==> config.mk <==
export PLATFORM = sky130hd
export DESIGN_NAME = add_share_arb
export DESIGN_NICKNAME = d
export VERILOG_FILES = /design/src/rtl/add_share_arb.sv
export SDC_FILE = /design/constraint.sdc
export NUM_CORES = 1
export LEC_CHECK = 0
export ABC_AREA = 1
export ABC_CLOCK_PERIOD_IN_PS = 5000
export CORE_MARGIN = 2
export CORE_UTILIZATION = 40
export CTS_CLUSTER_SIZE = 16
export DETAILED_ROUTE_END_ITERATION = 7
export PLACE_DENSITY = 0.77
export REMOVE_ABC_BUFFERS = 1
export SLEW_MARGIN = 30
export SYNTH_ARGS = -nofsm -noshare
export SYNTH_HDL_FRONTEND = slang
export SYNTH_SLANG_ARGS = --single-unit
export TNS_END_PERCENT = 10
==> constraint.sdc <==
create_clock -name clk -period 5 [get_ports clk]
set_clock_uncertainty 0.2 [all_clocks]
set_input_delay 0.5 -clock clk [delete_from_list [all_inputs] [get_ports clk]]
set_output_delay 0.5 -clock clk [all_outputs]
set_load 0.03 [all_outputs]
==> src/rtl/add_share_arb.sv <==
// add_share_arb: round-robin arbiter sharing one WIDTH-bit adder between four requesters.
// Each granted operand pair is summed and returned through a one-entry result register
// with a valid/ready response port, tagged with the requester index.
// Optional build macro ADD_SHARE_SAT_EN: saturate rsp_sum to all-ones on carry-out.
module add_share_arb #(
  parameter int unsigned WIDTH = 4
) (
  input  logic               clk,
  input  logic               rst_n,
  input  logic [3:0]         req_valid,
  input  logic [4*WIDTH-1:0] req_a,
  input  logic [4*WIDTH-1:0] req_b,
  output logic [3:0]         req_ready,
  output logic               rsp_valid,
  output logic [1:0]         rsp_id,
  output logic [WIDTH-1:0]   rsp_sum,
  output logic               rsp_co,
  input  logic               rsp_ready
);

  typedef enum logic [0:0] {StEmpty, StFull} state_e;

  state_e           state_q, state_d;
  logic [1:0]       ptr_q, ptr_d;
  logic [1:0]       rsp_id_q;
  logic [WIDTH-1:0] rsp_sum_q;
  logic             rsp_co_q;

  logic             slot_free;
  logic             found;
  logic [1:0]       gnt;
  logic [1:0]       idx;
  logic             accept;
  logic [WIDTH-1:0] a_sel, b_sel;
  logic [WIDTH:0]   sum_ext;
  logic [WIDTH-1:0] sum_res;

  // A new result can be taken when the register is empty or is being drained this cycle.
  assign slot_free = (state_q == StEmpty) | rsp_ready;

  // Rotating priority search starting at ptr_q, wrapping 3 -> 0.
  always_comb begin
    gnt   = ptr_q;
    found = 1'b0;
    idx   = '0;
    for (int k = 0; k < 4; k++) begin
      idx = ptr_q + 2'(k);
      if (!found && req_valid[idx]) begin
        gnt   = idx;
        found = 1'b1;
      end
    end
  end

  // One-hot ready to the winner; forced low while reset is asserted.
  always_comb begin
    req_ready = 4'b0000;
    if (rst_n && found && slot_free) begin
      req_ready = 4'b0001 << gnt;
    end
  end

  assign accept = |req_ready;

  // Operand mux feeding the single shared adder.
  always_comb begin
    a_sel = '0;
    b_sel = '0;
    for (int i = 0; i < 4; i++) begin
      if (gnt == 2'(i)) begin
        a_sel = req_a[i*WIDTH +: WIDTH];
        b_sel = req_b[i*WIDTH +: WIDTH];
      end
    end
  end

  assign sum_ext = {1'b0, a_sel} + {1'b0, b_sel};

`ifdef ADD_SHARE_SAT_EN
  assign sum_res = sum_ext[WIDTH] ? {WIDTH{1'b1}} : sum_ext[WIDTH-1:0];
`else
  assign sum_res = sum_ext[WIDTH-1:0];
`endif

  // Next-state: accept fills (or refills) the register, a bare drain empties it.
  always_comb begin
    state_d = state_q;
    ptr_d   = ptr_q;
    unique case (state_q)
      StEmpty: begin
        if (accept) state_d = StFull;
      end
      StFull: begin
        if (accept)         state_d = StFull;
        else if (rsp_ready) state_d = StEmpty;
      end
      default: state_d = StEmpty;
    endcase
    if (accept) ptr_d = gnt + 2'd1;
  end

  // State and round-robin pointer registers.
  always_ff @(posedge clk or negedge rst_n) begin
    if (!rst_n) begin
      state_q <= StEmpty;
      ptr_q   <= 2'd0;
    end else begin
      state_q <= state_d;
      ptr_q   <= ptr_d;
    end
  end

  // Result register loads only on accept so a held or drained result stays stable.
  always_ff @(posedge clk or negedge rst_n) begin
    if (!rst_n) begin
      rsp_id_q  <= 2'd0;
      rsp_sum_q <= '0;
      rsp_co_q  <= 1'b0;
    end else if (accept) begin
      rsp_id_q  <= gnt;
      rsp_sum_q <= sum_res;
      rsp_co_q  <= sum_ext[WIDTH];
    end
  end

  assign rsp_valid = (state_q == StFull);
  assign rsp_id    = rsp_id_q;
  assign rsp_sum   = rsp_sum_q;
  assign rsp_co    = rsp_co_q;

endmodule

# Yosys cells after proc, flatten, opt, wreduce, memory -nomap -nowiden

Index checks and enable logic that the tools add are counted.
W data, S select, Z words.

Register bits after elaboration: 10
Bits in latches: 0
Bits in writable memories: 0
Bits in read-only memories: 0
Bits of input ports: 39
Logic and storage cells: 58
Memories: 0

Add/subtract/negate cells: 5
Multipliers: 0
Divide/modulo/power cells: 0
Magnitude comparators: 4
Eq/ne operators: 3
Shifts and indexed selects: 1
Mux-type cells: 28
Bitwise logic cells: 2
Reduce and logical (&&, ||, !) cells: 10

Operators by type and width:

| operator              | count |
|---|---|
| $mux W4               | 9 |
| $lt A2 B3 Y1 const B  | 4 |
| $mux W1               | 11 |
| $bmux W1 S2           | 4 |
| $mux W2               | 3 |
| $add A4 B4 Y5         | 1 |
| $logic_and A1 B1 Y1   | 5 |
| $add A2 B1 Y2 const B | 2 |
| $add A2 B2 Y2 const B | 2 |
| $eq A2 B2 Y1 const B  | 2 |
| $reduce_or A4 Y1      | 1 |
| $shl A1 B2 Y4 const A | 1 |
| $logic_not A1 Y1      | 3 |
| $eq A2 B1 Y1 const B  | 1 |
| $logic_not A2 Y1      | 1 |
| $pmux W1 S2           | 1 |
| $not A1 Y1            | 1 |
| $or A1 B1 Y1          | 1 |

# Logic depth before layout (Yosys ltp)

Word-level depth: 18
Mapped depth: 26

# Worst setup path before layout

Ideal clock, no wire load.

Kind: register -> register
Start: register ptr_q[0]
End: register rsp_sum_q[2] (netlist: rsp_sum[2])
Data arrival time: 2.926 ns
Required time: 4.683 ns
Setup slack: 1.757 ns
Stages on the path, launching flop included: 21
Buffers on the path: 2
Path through: dfrtp_1 -> buf_6 -> nand2_1 -> nand2_2 -> nand2_2 -> nand2_4 -> nor2_4 -> nand3_1 -> o21ai_2 -> inv_2 -> ha_1 -> clkbuf_1 -> a22oi_1 -> nand2_1 -> o21ai_0 -> a21oi_1 -> ha_1 -> fa_1 -> xor2_1 -> nand2_1 -> nand2_1

Cells in the longest elaborated chain, start to end: 18

Ends and longest elaborated chain:

| element                                                                | line | source |
|---|---|---|
| start, declared                                                        | 24   | `logic [1:0] ptr_q, ptr_d;` |
| start signal, assigned                                                 | 109  | `ptr_q <= ptr_d;` |
| parallel branches: the longest is 11 deep, another holds $add A2 B1 Y2 | n/a  |  |
| $mux W2 *                                                              | 48   | `if (!found && req_valid[idx]) begin` |
| named net gnt[0]                                                       | 31   | `logic [1:0] gnt;` |
| $logic_not A2 Y1                                                       | 70   | `if (gnt == 2'(i)) begin` |
| $mux W4 (4 in a row)                                                   | 70   |  |
| $add A4 B4 Y5                                                          | 77   | `assign sum_ext = {1'b0, a_sel} + {1'b0, b_sel};` |
| end signal, assigned                                                   | 121  | `rsp_sum_q <= sum_res;` |
| end, declared                                                          | 26   | `logic [WIDTH-1:0] rsp_sum_q;` |

Mark *: on every way through the listed nets, which the timed path passes. The select of a mux whose other input is x is not followed.
A chain may end at the register's enable or synchronous reset.

# Worst setup path in the final report

Start: register ptr_q[0]
End: register rsp_sum_q[1] (netlist: rsp_sum[1])

Cells in the longest elaborated chain, start to end: 18

Ends and longest elaborated chain:

| element                                                                | line | source |
|---|---|---|
| parallel branches: the longest is 11 deep, another holds $add A2 B1 Y2 | n/a  |  |
| $mux W2 *                                                              | 48   |  |
| named net gnt[0]                                                       | 31   |  |
| $logic_not A2 Y1                                                       | 70   |  |
| $mux W4 (4 in a row)                                                   | 70   |  |
| $add A4 B4 Y5 *                                                        | 77   |  |
| named net sum_ext[1]                                                   | 35   | `logic [WIDTH:0] sum_ext;` |

Marks and branches as above.

==> impl_metrics.ini <==
[outcome]
status = finished clean

[cts]
clock-root-buffer = clkbuf_4
clock_sinks = 10
cts_tree = built
cts.clk_slew.worst_paths_ns = 0.06
post_cts_resized = 0
clk_latency_ns = 0.25
cts_setup_buffers = 0
cts_buffer_depth = 2
holdBufCountCts = 0
cts_buffers = 3
ctsHtreeMaxLevel = 1

[drt]
routed-via-count = 1294
totalWireLength_um = 3050
drc_errors = 0
ant_nets = 0
first_iter_violations = 61
drt_pass1_iterations = 4
wire_per_inst_um = 11.9
viasPerCell = 5.05

[floorplanning]
rows = 19
start_util = 0.423
die_h_um = 58.2
die_area_sq_um = 3390
ios = 51
core-area_sq_um = 2780
fp.dieW_um = 58.2

[timing]
rsz0062_at_grt = no
tightest_slew_ns = 0.532
drv_slew = 0
slew_headroom = 0.642
final.period_utilization = 0.824
hold_viol = 0
fmax_mhz = 243
final-setup-viol-count = 0
fin_setup_tns_ns = 0
fin_crit_ns = 4.12

[synth]
synth.distinct_cells = 26
synth_seq_cells = 10
yosys_warnings = 0
synth.area.top_cells = dfrtp_1 (21%), nand2_1 (19%), nand3_1 (8.9%), ha_1 (8.5%), nand2_2 (4.8%)
synth_largest_area_cell = dfrtp_1
synthCells = 179
ys_seq_area_frac = 0.213
syn_area_sq_um = 1180
yosysTopAreaCellShare = 0.213
avgSynthCellArea_sq_um = 6.57

[layout]
final_common_cell = nand2_1
diodes = 0
nets = 275
layout.cells.non_filler = 256
n_fill_cell = 256
drive_gt1_frac = 0.0978
final_cell_mix = nand2_1 (58), clkdlybuf4s50_1 (50), nand3_1 (21)
design_area_sq_um = 1680
syn_to_final_growth_pct = 43.0

[worst_setup_path]
cpLargestDelayFamily = simple AND/OR/NAND/NOR gates
cp_common_cell = nand2_1
critical_path_arrival_ns = 4.06
critPathCaptureType = flip-flop
path_buf_inv = 2
start_kind = flip-flop
worstSetupPathType = reg2reg
crit_fanout = 12
cp_slowest_cell = dfrtp_1
crit_chain = inv_2, nand2_1, nand2_1, nand2_2, nand2_4, nor2_4, nand3_1, o21ai_2, inv_2, ha_1, nor2_1, a22oi_1, nand2_1, o21ai_0, a21oi_1, ha_1, fa_1, nand2_1, nand2_1
slowest_delay_ns = 0.57
worstPathRequired_ns = 4.94

[grt]
overflow = 0
grt_pass1_vias = 1135
grt_usage = 0.184
grt_max_degree = 17
grt_antenna_before_repair = 0
grt_first_pass_wirelength_um = 4950

[placement]
gp_congestion = 0.834
dpl.hpwl_um = 2450
placed_cells = 253
post_dp_cell_area_sq_um = 1660
numPortBuffers = 50

[worst_hold_path]
hold_path_class = reg2reg

[run]
maxCapViolCount = 0
state kept, by name, indices dropped and copies added (netlist names):
name and cells:
ptr_q 2, rsp_co 1, rsp_id 2, rsp_sum 4, rsp_valid 1
worst min-delay path, delay by kind of cell (launching register included):
family | cells | cell delay, ns
flops | 1 | 0.34
simple gates | 2 | 0.14
per-layer routing:
metal / vias to the layer above / wire length [um] / GRT usage
li1: 692 / - / -
met1: 568 / 1550 / 0.274
met2: 32 / 1320 / 0.286
met3: 2 / 166 / 0.0134
met4: 0 / 16 / 0.0498
met5: - / 0 / 0
cell families (layout without fill, tap and decap cells):
logic type,Yosys count,count (layout),share of synthesized area
adders and majority gates,9,9,0.102
and+or+nand+nor,105,105,0.397
xor gates and xnor gates,2,2,0.0149
DFF,10,10,0.213
AOI/OAI and AO/OA,33,33,0.182
buffers and inverters,20,66,0.0915
per-stage QoR:
stage | util | hold slack (ns) | worst slack (ns)
after floorplan | - | 0.00441 | 1.52
after detailed placement | 0.596 | 0.302 | 0.730
after CTS | 0.605 | 0.319 | 0.896
final | 0.605 | 0.319 | 0.881
after global placement | 0.596 | 0.303 | 0.806
after global routing | 0.605 | 0.351 | 0.510
final cells by class:
class | instances | area [sq um] | share of cell area
clock buffer | 3 | 22.5 | 0.0134
timing repair buffer | 50 | 500 | 0.298
sequential | 10 | 250 | 0.149
inverter | 13 | 51.3 | 0.0305
tap | 31 | 38.8 | 0.0231
multi-input combinational | 149 | 818 | 0.487
synth_stat cells:
cell	count
a21boi_0	1
fa_1	1
clkbuf_1	2
nand3_2	1
a21oi_1	9
nand4_1	1
buf_6	4
nand2_4	1
nor2_1	13
o21ai_2	2
nand2_2	9
nand2_1	58
o21ai_0	10
inv_1	10
o31ai_1	1
nand3_1	21
inv_4	1
dfrtp_1	10
buf_1	1
nor2_4	1
xor2_1	2
a22oi_1	7
o211ai_2	2
a221oi_1	1
ha_1	8
inv_2	2
path summary, 6_finish.rpt:
check	start	to	slack, ns	depth (start not counted)
min in group asynchronous	rst_n	rsp_id[0]$_DFFE_PN0P_	0.36	1
setup / recovery	ptr_q[0]$_DFFE_PN0P_	rsp_sum[1]$_DFFE_PN0P_	0.88	19
max in group asynchronous	rst_n	rsp_valid$_DFF_PN0_	3.93	1
hold / removal	rsp_id[1]$_DFFE_PN0P_	rsp_id[1]$_DFFE_PN0P_	0.32	2
hold reg to reg	rsp_id[1]$_DFFE_PN0P_	rsp_id[1]$_DFFE_PN0P_	0.32	2
setup reg to reg	ptr_q[0]$_DFFE_PN0P_	rsp_sum[1]$_DFFE_PN0P_	0.88	19
Power is not shown: default switching activity piles up to over one toggle a cycle in this logic, so the estimate is an artifact.
